===== src/rtl/alarm_set_multi.sv =====
// Purpose: clock-set and NUM_ALARMS alarm editor (cursor, BCD up/down, alarm enables, ring, load strobe); optional snooze with SNOOZE_EN.
// Latency: edits, ring, alarm_on and set_ld are registered (1 cycle); display, dot and leds follow en combinationally.
// Backpressure: none; single-cycle button pulses are consumed in the cycle they arrive.
module alarm_set_multi #(
  parameter int NUM_ALARMS = 2,
  parameter int SNOOZE_MIN = 5
) (
  input  logic                          clk,
  input  logic                          reset,
  input  logic                          en,
  input  logic                          bt_u,
  input  logic                          bt_d,
  input  logic                          bt_r,
  input  logic                          bt_l,
  input  logic                          bt_c,
  input  logic [3:0]                    cur_HT,
  input  logic [3:0]                    cur_HU,
  input  logic [3:0]                    cur_MT,
  input  logic [3:0]                    cur_MU,
  output logic [3:0]                    HT_disp,
  output logic [3:0]                    HU_disp,
  output logic [3:0]                    MT_disp,
  output logic [3:0]                    MU_disp,
  output logic [3:0]                    set_HT,
  output logic [3:0]                    set_HU,
  output logic [3:0]                    set_MT,
  output logic [3:0]                    set_MU,
  output logic                          set_ld,
  output logic [2*(NUM_ALARMS+1)-1:0]   leds,
  output logic [NUM_ALARMS-1:0]         alarm_on,
  output logic [NUM_ALARMS-1:0]         ring,
  output logic                          dot
);

  // Target 0 is the clock-set value, target k+1 is alarm k.
  localparam int T  = NUM_ALARMS + 1;
  localparam int F  = 2 * T;
  localparam int CW = $clog2(F);

  // Named marker that appears in the elaborated hierarchy for unsupported configurations.
  if (NUM_ALARMS < 1 || NUM_ALARMS > 4 || SNOOZE_MIN < 1 || SNOOZE_MIN > 59) begin : g_cfg_out_of_range
  end

  // BCD hour step with 23<->00 wrap; units carry/borrow ripples into tens.
  function automatic logic [7:0] hr_step(input logic [7:0] v, input logic up);
    logic [7:0] r;
    if (up) begin
      if (v == 8'h23)             r = 8'h00;
      else if (v[3:0] == 4'd9)    r = {v[7:4] + 4'd1, 4'd0};
      else                        r = {v[7:4], v[3:0] + 4'd1};
    end else begin
      if (v == 8'h00)             r = 8'h23;
      else if (v[3:0] == 4'd0)    r = {v[7:4] - 4'd1, 4'd9};
      else                        r = {v[7:4], v[3:0] - 4'd1};
    end
    return r;
  endfunction

  // BCD minute step with 59<->00 wrap.
  function automatic logic [7:0] mn_step(input logic [7:0] v, input logic up);
    logic [7:0] r;
    if (up) begin
      if (v == 8'h59)             r = 8'h00;
      else if (v[3:0] == 4'd9)    r = {v[7:4] + 4'd1, 4'd0};
      else                        r = {v[7:4], v[3:0] + 4'd1};
    end else begin
      if (v == 8'h00)             r = 8'h59;
      else if (v[3:0] == 4'd0)    r = {v[7:4] - 4'd1, 4'd9};
      else                        r = {v[7:4], v[3:0] - 4'd1};
    end
    return r;
  endfunction

  logic [CW-1:0]         cursor;
  logic [CW-1:0]         cursor_nx;
  logic [CW-1:0]         sel;
  logic [7:0]            hr_q [T];
  logic [7:0]            mn_q [T];
  logic                  en_d;
  logic                  dirty;
  logic [NUM_ALARMS-1:0] match_d;

  logic                  en_rise;
  logic                  en_fall;
  logic                  edit_ok;
  logic                  step_up;
  logic                  step_dn;
  logic [7:0]            cur_h;
  logic [7:0]            cur_m;
  logic [7:0]            disp_h;
  logic [7:0]            disp_m;
  logic [NUM_ALARMS-1:0] match;
  logic [NUM_ALARMS-1:0] toggle;
  logic [NUM_ALARMS-1:0] tog_off;
  logic                  ring_clr_all;
  logic [NUM_ALARMS-1:0] snz_hit;
  logic                  snz_clr;

  assign en_rise = en & ~en_d;
  assign en_fall = ~en & en_d;
  // Buttons in the en-rise cycle are ignored so the freshly loaded value is not edited blind.
  assign edit_ok = en & ~en_rise;
  assign step_up = bt_u & ~bt_d;
  assign step_dn = bt_d & ~bt_u;
  assign cur_h   = {cur_HT, cur_HU};
  assign cur_m   = {cur_MT, cur_MU};
  assign sel     = cursor >> 1;

  assign {set_HT, set_HU} = hr_q[0];
  assign {set_MT, set_MU} = mn_q[0];
  assign {HT_disp, HU_disp} = disp_h;
  assign {MT_disp, MU_disp} = disp_m;
  assign dot = ~en;
  assign ring_clr_all = (bt_c & ~en) | en_rise | snz_clr;

  // Cursor next value: right/left with wrap, simultaneous presses cancel.
  always_comb begin
    cursor_nx = cursor;
    if (bt_r && !bt_l)
      cursor_nx = (cursor == CW'(F - 1)) ? '0 : cursor + CW'(1);
    else if (bt_l && !bt_r)
      cursor_nx = (cursor == '0) ? CW'(F - 1) : cursor - CW'(1);
  end

  // Alarm match against running time, and alarm_on toggles from the centre button.
  always_comb begin
    match   = '0;
    toggle  = '0;
    tog_off = '0;
    for (int k = 0; k < NUM_ALARMS; k++) begin
      match[k]   = alarm_on[k] & ~en & (cur_h == hr_q[k+1]) & (cur_m == mn_q[k+1]);
      toggle[k]  = edit_ok & bt_c & (sel == CW'(k + 1));
      tog_off[k] = toggle[k] & alarm_on[k];
    end
  end

  // Display mux: edited target while editing, running time otherwise.
  always_comb begin
    disp_h = cur_h;
    disp_m = cur_m;
    if (en) begin
      for (int t = 0; t < T; t++) begin
        if (sel == CW'(t)) begin
          disp_h = hr_q[t];
          disp_m = mn_q[t];
        end
      end
    end
  end

  // One-hot cursor LEDs, dark in run mode.
  always_comb begin
    leds = '0;
    if (en) begin
      for (int i = 0; i < F; i++) begin
        if (cursor == CW'(i)) leds[i] = 1'b1;
      end
    end
  end

  // Edit state, load strobe and ring flags.
  always_ff @(posedge clk) begin
    if (!reset) begin
      cursor   <= '0;
      en_d     <= 1'b0;
      dirty    <= 1'b0;
      set_ld   <= 1'b0;
      alarm_on <= '0;
      ring     <= '0;
      match_d  <= '0;
      for (int t = 0; t < T; t++) begin
        hr_q[t] <= 8'h00;
        mn_q[t] <= 8'h00;
      end
    end else begin
      en_d    <= en;
      match_d <= match;
      set_ld  <= en_fall & dirty;
      if (en_rise) begin
        hr_q[0] <= cur_h;
        mn_q[0] <= cur_m;
        cursor  <= '0;
        dirty   <= 1'b0;
      end else if (en) begin
        cursor <= cursor_nx;
        for (int t = 0; t < T; t++) begin
          if (sel == CW'(t) && (step_up || step_dn)) begin
            if (cursor[0]) mn_q[t] <= mn_step(mn_q[t], step_up);
            else           hr_q[t] <= hr_step(hr_q[t], step_up);
          end
        end
        if (sel == '0 && (step_up || step_dn)) dirty <= 1'b1;
        alarm_on <= alarm_on ^ toggle;
      end else if (en_fall) begin
        dirty <= 1'b0;
      end
      for (int k = 0; k < NUM_ALARMS; k++) begin
        if (ring_clr_all || tog_off[k])
          ring[k] <= 1'b0;
        else if ((match[k] && !match_d[k]) || snz_hit[k])
          ring[k] <= 1'b1;
      end
    end
  end

`ifdef SNOOZE_EN
  logic [NUM_ALARMS-1:0] snz_arm;
  logic [7:0]            snz_h [NUM_ALARMS];
  logic [7:0]            snz_m [NUM_ALARMS];
  logic                  snz_press;
  logic [6:0]            m_sum;
  logic [4:0]            h_bin;
  logic [7:0]            snz_tgt_h;
  logic [7:0]            snz_tgt_m;

  assign snz_press = ~en & bt_d & (|ring);
  assign snz_clr   = snz_press;

  // Snooze target = running time + SNOOZE_MIN, with hour and midnight wrap.
  always_comb begin
    m_sum = 7'(cur_MT) * 7'd10 + 7'(cur_MU) + 7'(SNOOZE_MIN);
    h_bin = 5'(cur_HT) * 5'd10 + 5'(cur_HU);
    if (m_sum >= 7'd60) begin
      m_sum = m_sum - 7'd60;
      h_bin = (h_bin == 5'd23) ? 5'd0 : h_bin + 5'd1;
    end
    snz_tgt_m = {4'(m_sum / 7'd10), 4'(m_sum % 7'd10)};
    snz_tgt_h = {4'(h_bin / 5'd10), 4'(h_bin % 5'd10)};
  end

  // Snooze target reached: re-ring that channel.
  always_comb begin
    snz_hit = '0;
    for (int k = 0; k < NUM_ALARMS; k++)
      snz_hit[k] = snz_arm[k] & ~en & (cur_h == snz_h[k]) & (cur_m == snz_m[k]);
  end

  // Per-channel snooze arm/disarm; disarm wins over arming and hits.
  always_ff @(posedge clk) begin
    if (!reset) begin
      snz_arm <= '0;
      for (int k = 0; k < NUM_ALARMS; k++) begin
        snz_h[k] <= 8'h00;
        snz_m[k] <= 8'h00;
      end
    end else begin
      for (int k = 0; k < NUM_ALARMS; k++) begin
        if ((bt_c && !en) || en_rise || tog_off[k]) begin
          snz_arm[k] <= 1'b0;
        end else if (snz_press && ring[k]) begin
          snz_arm[k] <= 1'b1;
          snz_h[k]   <= snz_tgt_h;
          snz_m[k]   <= snz_tgt_m;
        end else if (snz_hit[k]) begin
          snz_arm[k] <= 1'b0;
        end
      end
    end
  end
`else
  assign snz_hit = '0;
  assign snz_clr = 1'b0;
`endif

endmodule

===== config.mk =====
export PLATFORM = sky130hd
export DESIGN_NAME = alarm_set_multi
export DESIGN_NICKNAME = d
export VERILOG_FILES = /design/src/rtl/alarm_set_multi.sv
export SDC_FILE = /design/constraint.sdc
export NUM_CORES = 1
export LEC_CHECK = 0
export ABC_AREA = 1
export CAP_MARGIN = 15
export CORE_MARGIN = 1
export CORE_UTILIZATION = 35
export CTS_CLUSTER_SIZE = 40
export DETAILED_ROUTE_END_ITERATION = 7
export GPL_TIMING_DRIVEN = 1
export PLACE_DENSITY_LB_ADDON = 0.05
export SETUP_SLACK_MARGIN = 0.05
export SLEW_MARGIN = 20
export SYNTH_ARGS = -nofsm -noshare
export SYNTH_HDL_FRONTEND = slang
export SYNTH_SLANG_ARGS = --single-unit

===== constraint.sdc =====
create_clock -name clk -period 2.6 [get_ports clk]
set_input_delay 0.52 -clock clk [delete_from_list [all_inputs] [get_ports clk]]
set_output_delay 0.52 -clock clk [all_outputs]
set_load 0.03 [all_outputs]

==> flow_summary.yaml, run 1 <==
run_status:
  status: "completed"
worst_setup_path:
  r2r-start: "mn_q[0][8]"
  startpoint_type: "input port"
  slowest_stage: "clkdlybuf4s50_1"
  critPathLaunch: "cur_HT[2]"
  crit_top_cell: "o21ai_0"
  cp_slowest_stage_delay_ns: 0.63
  cp.required_ns: 2.08
  end_kind: "primary output"
  setup.worst_path.class: "input port to primary output"
  crit_fanout: 4
  arrival_ns: 1.94
  crit_chain: "clkdlybuf4s50_1 > inv_1 > o21ai_0 > o21ai_0 > o22ai_1 > buf_4"
clock_tree:
  h-tree-depth: 3
  cts_max_path_buffers: 2
  cts_tree: "yes"
  clk_pin_slew_worst_paths_ns: 0.05
  cts_hold_buf: 0
  clkSinkCount: 60
  cts_made_buffers: 9
  clk_latency_ns: 0.34
  cts_root_buf: "clkbuf_16"
timing:
  period_minus_slack_ns: 2.46
  whs_ns: 0.443
  finalHoldViolCount: 0
  setup_viol: 0
  fmax_mhz: 407
  slew_headroom_pct: 74.1
  worstMarginPinSlew_ns: 0.386
  grt_setup_unrepaired: "no"
  final_max_slew_viol_count: 0
  clock_skew_ns: 0.00689
  post-route-period-util_pct: 94.6
yosys:
  synth-seq-area-share_pct: 26.4
  syn-cell-area_um2: 6370
  synth_xor_area_share_pct: 5.50
  synth_top_area_share_pct: 22.6
  synth_area_leaders: "edfxtp_1 23%, nand2_1 9.8%, ha_1 9.0%"
  yosys_warnings: 0
  muxShareOfSynthArea_pct: 0
  synth_compound_area_share_pct: 15.8
  avgSynthCellArea_um2: 6.75
  syn_inst: 944
  yosysTopAreaCell: "edfxtp_1"
  ys_ff_latch: 60
  async_flop_share_pct: 0
  synth_edf_count: 48
  yosys.area_share.simple_pct: 29.6
  synth_top_family_by_area: "simple AND/OR/NAND/NOR gates"
  synth_flop_cell: "edfxtp_1"
  synthAdderAreaFrac_pct: 9.04
  syn_nets: 1014
  synth.distinct_cells: 45
global_route:
  antenna_found_initial: 0
  grt_pass1_vias: 6137
  grt_max_degree: 55
  grt.total_usage_pct: 23.6
  grt.overflow.total: 0
  grt_pass1_wl_um: 33300
cells_and_area:
  drive_above_1_share_pct: 11.9
  mostFrequentLayoutCell: "nand2_1"
  final_area_um2: 7700
  fin_cells: 1260
  multiInputGateArea_um2: 3820
  mostFrequentLayoutCells: "167 x nand2_1, 140 x inv_1, 111 x nor2_1"
  area_delta_synth_final_pct: 21.0
  diodes: 0
  nets: 1100
  seq_area_um2: 1680
  fill_cells: 1874
detailed_routing:
  ant_nets: 0
  routed_via_density: 5.17
  drt_iter0_markers: 512
  remaining_drc_errors: 0
  via_count: 6510
  firstDrtPassIters: 7
  wl_per_cell_um: 16.9
  wirelength_um: 21300
placement:
  place_area_um2: 7390
  dp_hpwl_um: 17000
  gp_congestion: 0.966
  portBuffers: 67
  dp.cells: 1238
floorplanning:
  die_w_um: 137
  die_h_um: 137
  core-area_um2: 17500
  die_area_um2: 18700
  initial_utilization_pct: 36.3
  row_count: 48
  ios: 68
power_and_ir_drop:
  power_density_nw_per_um2: 446
  cellLeakagePower_nw: 3.68
  ir_drop_uv: 293
min_path:
  hold_path.class: "flop to flop"
  min-delay-start: "ring[1]"
flow_run:
  drv_cap: 0
-- through the flow --
step	TNS, ns	util (%)	worst slack, ns	power (mW)
floorplan	0	-	0.208	1.95
global placement	-0.172	42.1	-0.0336	2.37
detailed placement	-0.385	42.1	-0.0786	2.35
CTS	0	43.7	0.0643	3.46
global route	0	43.9	0.0579	3.63
finish	0	43.9	0.141	3.44
-- worst paths after layout --
kind	end	slack, ns	depth (start not counted)
worst max-delay path	HT_disp[2]	0.14	6
worst min-delay path	ring[1]	0.44	2
worst max register to register	mn_q[0][15]	0.53	8
worst min register to register	ring[1]	0.44	2
-- cells by family after synthesis --
family | after synthesis
buf+inv | 199
compound gates | 182
flops | 60
fa+ha+maj | 46
xor+xnor | 40
simple gates | 417
-- cell usage after synthesis (all sizes together) (12+ instances only) --
| library cell | number |
|---|---|
| buf | 38 |
| nor3 | 19 |
| dfxtp | 12 |
| nor2 | 116 |
| o21ai | 115 |
| o22ai | 23 |
| inv | 147 |
| edfxtp | 48 |
| clkbuf | 12 |
| xor2 | 31 |
| a21oi | 21 |
| nand4 | 32 |
| nand3 | 67 |
| nand2 | 172 |
| ha | 46 |
-- power breakdown --
group / switching (mW) / leakage (nW) / total, mW / internal (mW)
Clock: 0.448 / 0.127 / 1.08 / 0.629
Sequential: 0.111 / 0.596 / 1.23 / 1.11
Combinational: 0.707 / 2.95 / 1.13 / 0.428
Total: 1.27 / 3.68 / 3.44 / 2.17
-- worst max-delay path: cells and delay by family --
family / cells / cell delay, ns
compound gates: 3 / 0.44
buf+inv: 3 / 0.97
-- what timing repair did --
action / in CTS / in global routing
resized for setup: 1 / 4
endpoints found under the setup margin: 1 / 15
pin swaps: 2 / 2
endpoints found under the hold margin: 0 / 0
buffers inserted: 3 / 3
-- layer usage --
metal	track usage [%]	share of wire, %
met4	9.28	2.5
met5	0	0
met2	35.2	43
met1	33.9	49
met3	3.48	5.6
-- registers in the layout, summed over array words and instances, names as in the netlist, 2 cells and up --
register and count:
ring 2, mn_q 24, alarm_on 2, cursor 3, hr_q 24, match_d 2
-- area by class of cell --
class	count	area share, %
Multi-Input combinational cell	685	49.6
Clock inverter	7	0.438
Sequential cell	60	21.8
Clock buffer	9	2.92
Timing Repair Buffer	125	14.1
Inverter	149	7.39
Tap cell	225	3.65
No activity file was read; power rests on OpenSTA's default activity.
==> run 2: changes to the inputs <==
Settings changed: ABC_CLOCK_PERIOD_IN_PS from default to 2600, SLEW_MARGIN 20 to default.
==> results of run 2 <==
No change in the layout: final DEF, timing and power equal those of run 1.
==> run 3: changes to the inputs <==
Settings changed: GPL_TIMING_DRIVEN 1 to default, SETUP_SLACK_MARGIN 0.05 to 0.15.
==> run 3 against run 2 <==
  * Critical path type is now flop to primary output
  * Design area up 0.39%
  * Cell count unchanged
  * Largest cell class unchanged
  * Critical path depth up 2
  * Combinational power about the same
  * Sequential share of layout area down 0.069 points
  * Worst hold slack about the same
  * Via count about the same
  * Core utilization up 0.17 points
  * Power up 0.30%
==> flow_summary.yaml, run 3 (synthesis results as in run 1) <==
detailed_routing:
  ant_nets: 0
  via_count: 6514
  drt_iter0_markers: 542
  firstDrtPassIters: 4
  wirelength_um: 21300
  routed_via_density: 5.17
  wl_per_cell_um: 16.9
  remaining_drc_errors: 0
timing:
  fmax_mhz: 419
  finalHoldViolCount: 0
  worstMarginPinSlew_ns: 0.401
  post-route-period-util_pct: 91.8
  setup_viol: 0
  grt_setup_unrepaired: "yes"
  period_minus_slack_ns: 2.39
  final_max_slew_viol_count: 0
  slew_headroom_pct: 73.2
  clock_skew_ns: 0.00683
cells_and_area:
  diodes: 0
  mostFrequentLayoutCells: "167 x nand2_1, 139 x inv_1, 110 x nor2_1"
  nets: 1100
  final_area_um2: 7730
  reg_top3: "hr_q x24, mn_q x24, cursor x3"
  area_delta_synth_final_pct: 21.4
  multiInputGateArea_um2: 3850
  seq_area_um2: 1680
  drive_above_1_share_pct: 12.6
  fill_cells: 1871
  mostFrequentLayoutCell: "nand2_1"
clock_tree:
  cts_tree: "yes"
  clk_latency_ns: 0.34
  cts_max_path_buffers: 2
  clk_pin_slew_worst_paths_ns: 0.05
  clkSinkCount: 60
  cts_root_buf: "clkbuf_16"
  h-tree-depth: 3
  cts_made_buffers: 9
worst_setup_path:
  r2r-start: "mn_q[0][8]"
  arrival_ns: 1.87
  timing.critical_path.buf_inv: 4
  cp_top_family: "buffers and inverters"
  slowest_stage: "dfxtp_2"
  crit_fanout: 8
  reg2reg_slack_ns: 0.52
  reg2regPathDepth: 8
  cp.required_ns: 2.08
  reg2reg_to: "mn_q[0][15]"
  end_kind: "primary output"
  setup.worst_path.class: "flop to primary output"
  startpoint_type: "flop"
  crit_top_cell: "buf_4"
  crit_chain: "buf_4 > nor2_4 > clkinvlp_4 > buf_6 > o22ai_1 > o21ai_0 > o22ai_2 > buf_4"
  cp_slowest_stage_delay_ns: 0.33
placement:
  dp_hpwl_um: 17000
  gp_congestion: 0.966
  portBuffers: 67
  place_area_um2: 7390
power_and_ir_drop:
  ir_drop_uv: 292
  power_density_nw_per_um2: 446
  cellLeakagePower_nw: 3.69
  power_mw: 3.45
global_route:
  grt_pass1_vias: 6147
  grt.overflow.total: 0
  grt_max_degree: 55
  grt_pass1_wl_um: 33300
  use_met1_pct: 33.9
  grt_util_met2_pct: 35.2
  busiest_layer: "met2"
  grt.total_usage_pct: 23.6
  antenna_found_initial: 0
  use_met3_pct: 3.48
floorplanning:
  row_count: 48
  ios: 68
  die_w_um: 137
  initial_utilization_pct: 36.3
  core-area_um2: 17500
  die_h_um: 137
  die_area_um2: 18700
min_path:
  hold_path.class: "flop to flop"
  hold_end: "ring[1]"
  min-delay-start: "ring[1]"
  worstHoldPathCells: 2
run_status:
  status: "completed"
flow_run:
  drv_cap: 0
[run 3: repair_timing]
| item | in CTS | in global routing |
|---|---|---|
| endpoints found under the setup margin | 14 | 10 |
| pin swaps | 2 | 5 |
| resized for setup | 7 | 12 |
| hold buffers | 0 | 0 |
| cloned | 0 | 0 |
| setup buffers | 3 | 3 |
| endpoints found under the hold margin | 0 | 0 |
[run 3: cell type report]
| cell class | instances | share of cell area (%) |
|---|---|---|
| inverter | 149 | 7.33 |
| sequential | 60 | 21.8 |
| multi-input combinational | 685 | 49.8 |
| tap | 225 | 3.64 |
| clock buffer | 9 | 2.91 |
| timing repair buffer | 125 | 14.1 |
| clock inverter | 7 | 0.437 |
[run 3: routing by layer]
metal  up-vias  part of all wire (%)
li1       3292                     -
met1      2982                    49
met2       204                    43
met3        36                   5.6
met4         0                   2.2
met5         -                     0
[run 3: worst reg2reg max path, stage by stage (launching register included)]
cell	delay, ns
edfxtp_1	0.50
inv_1	0.23
ha_1	0.24
nand2_1	0.10
nor2_1	0.33
nand2_1	0.15
o31ai_1	0.29
nand2_1	0.08
inv_1	0.05
[run 3: power by group]
part,internal [mW],switching [mW]
Combinational,0.434,0.712
Clock,0.629,0.448
Sequential,1.11,0.111
[run 3: per-stage QoR]
stage                     setup WS, ns  cells  utilization, %  TNS (ns)  hold slack [ns]
after detailed placement       -0.0786   1238            42.1    -0.385            0.442
after floorplan                  0.208    944               -         0            0.435
after CTS                        0.138   1257            43.8         0            0.450
after global placement         -0.0336   1238            42.1    -0.172            0.437
after global routing             0.138   1260            44.1         0            0.472
final                            0.212   1260            44.1         0            0.444
[run 3: worst max-delay path by stage]
| stage | slack, ns | cells after the start | start | end |
|---|---|---|---|---|
| 3_5_place_dp | -0.08 | 12 | bt_d | hr_q[0][6] |
| 5_1_grt | 0.14 | 8 | cursor[2] | MT_disp[2] |
| 6_report | 0.21 | 8 | cursor[2] | MT_disp[2] |
| 3_3_place_gp | -0.03 | 12 | bt_d | hr_q[0][7] |
| 4_1_cts | 0.14 | 8 | cursor[2] | MT_disp[2] |
| 2_1_floorplan | 0.21 | 4 | en | HT_disp[3] |
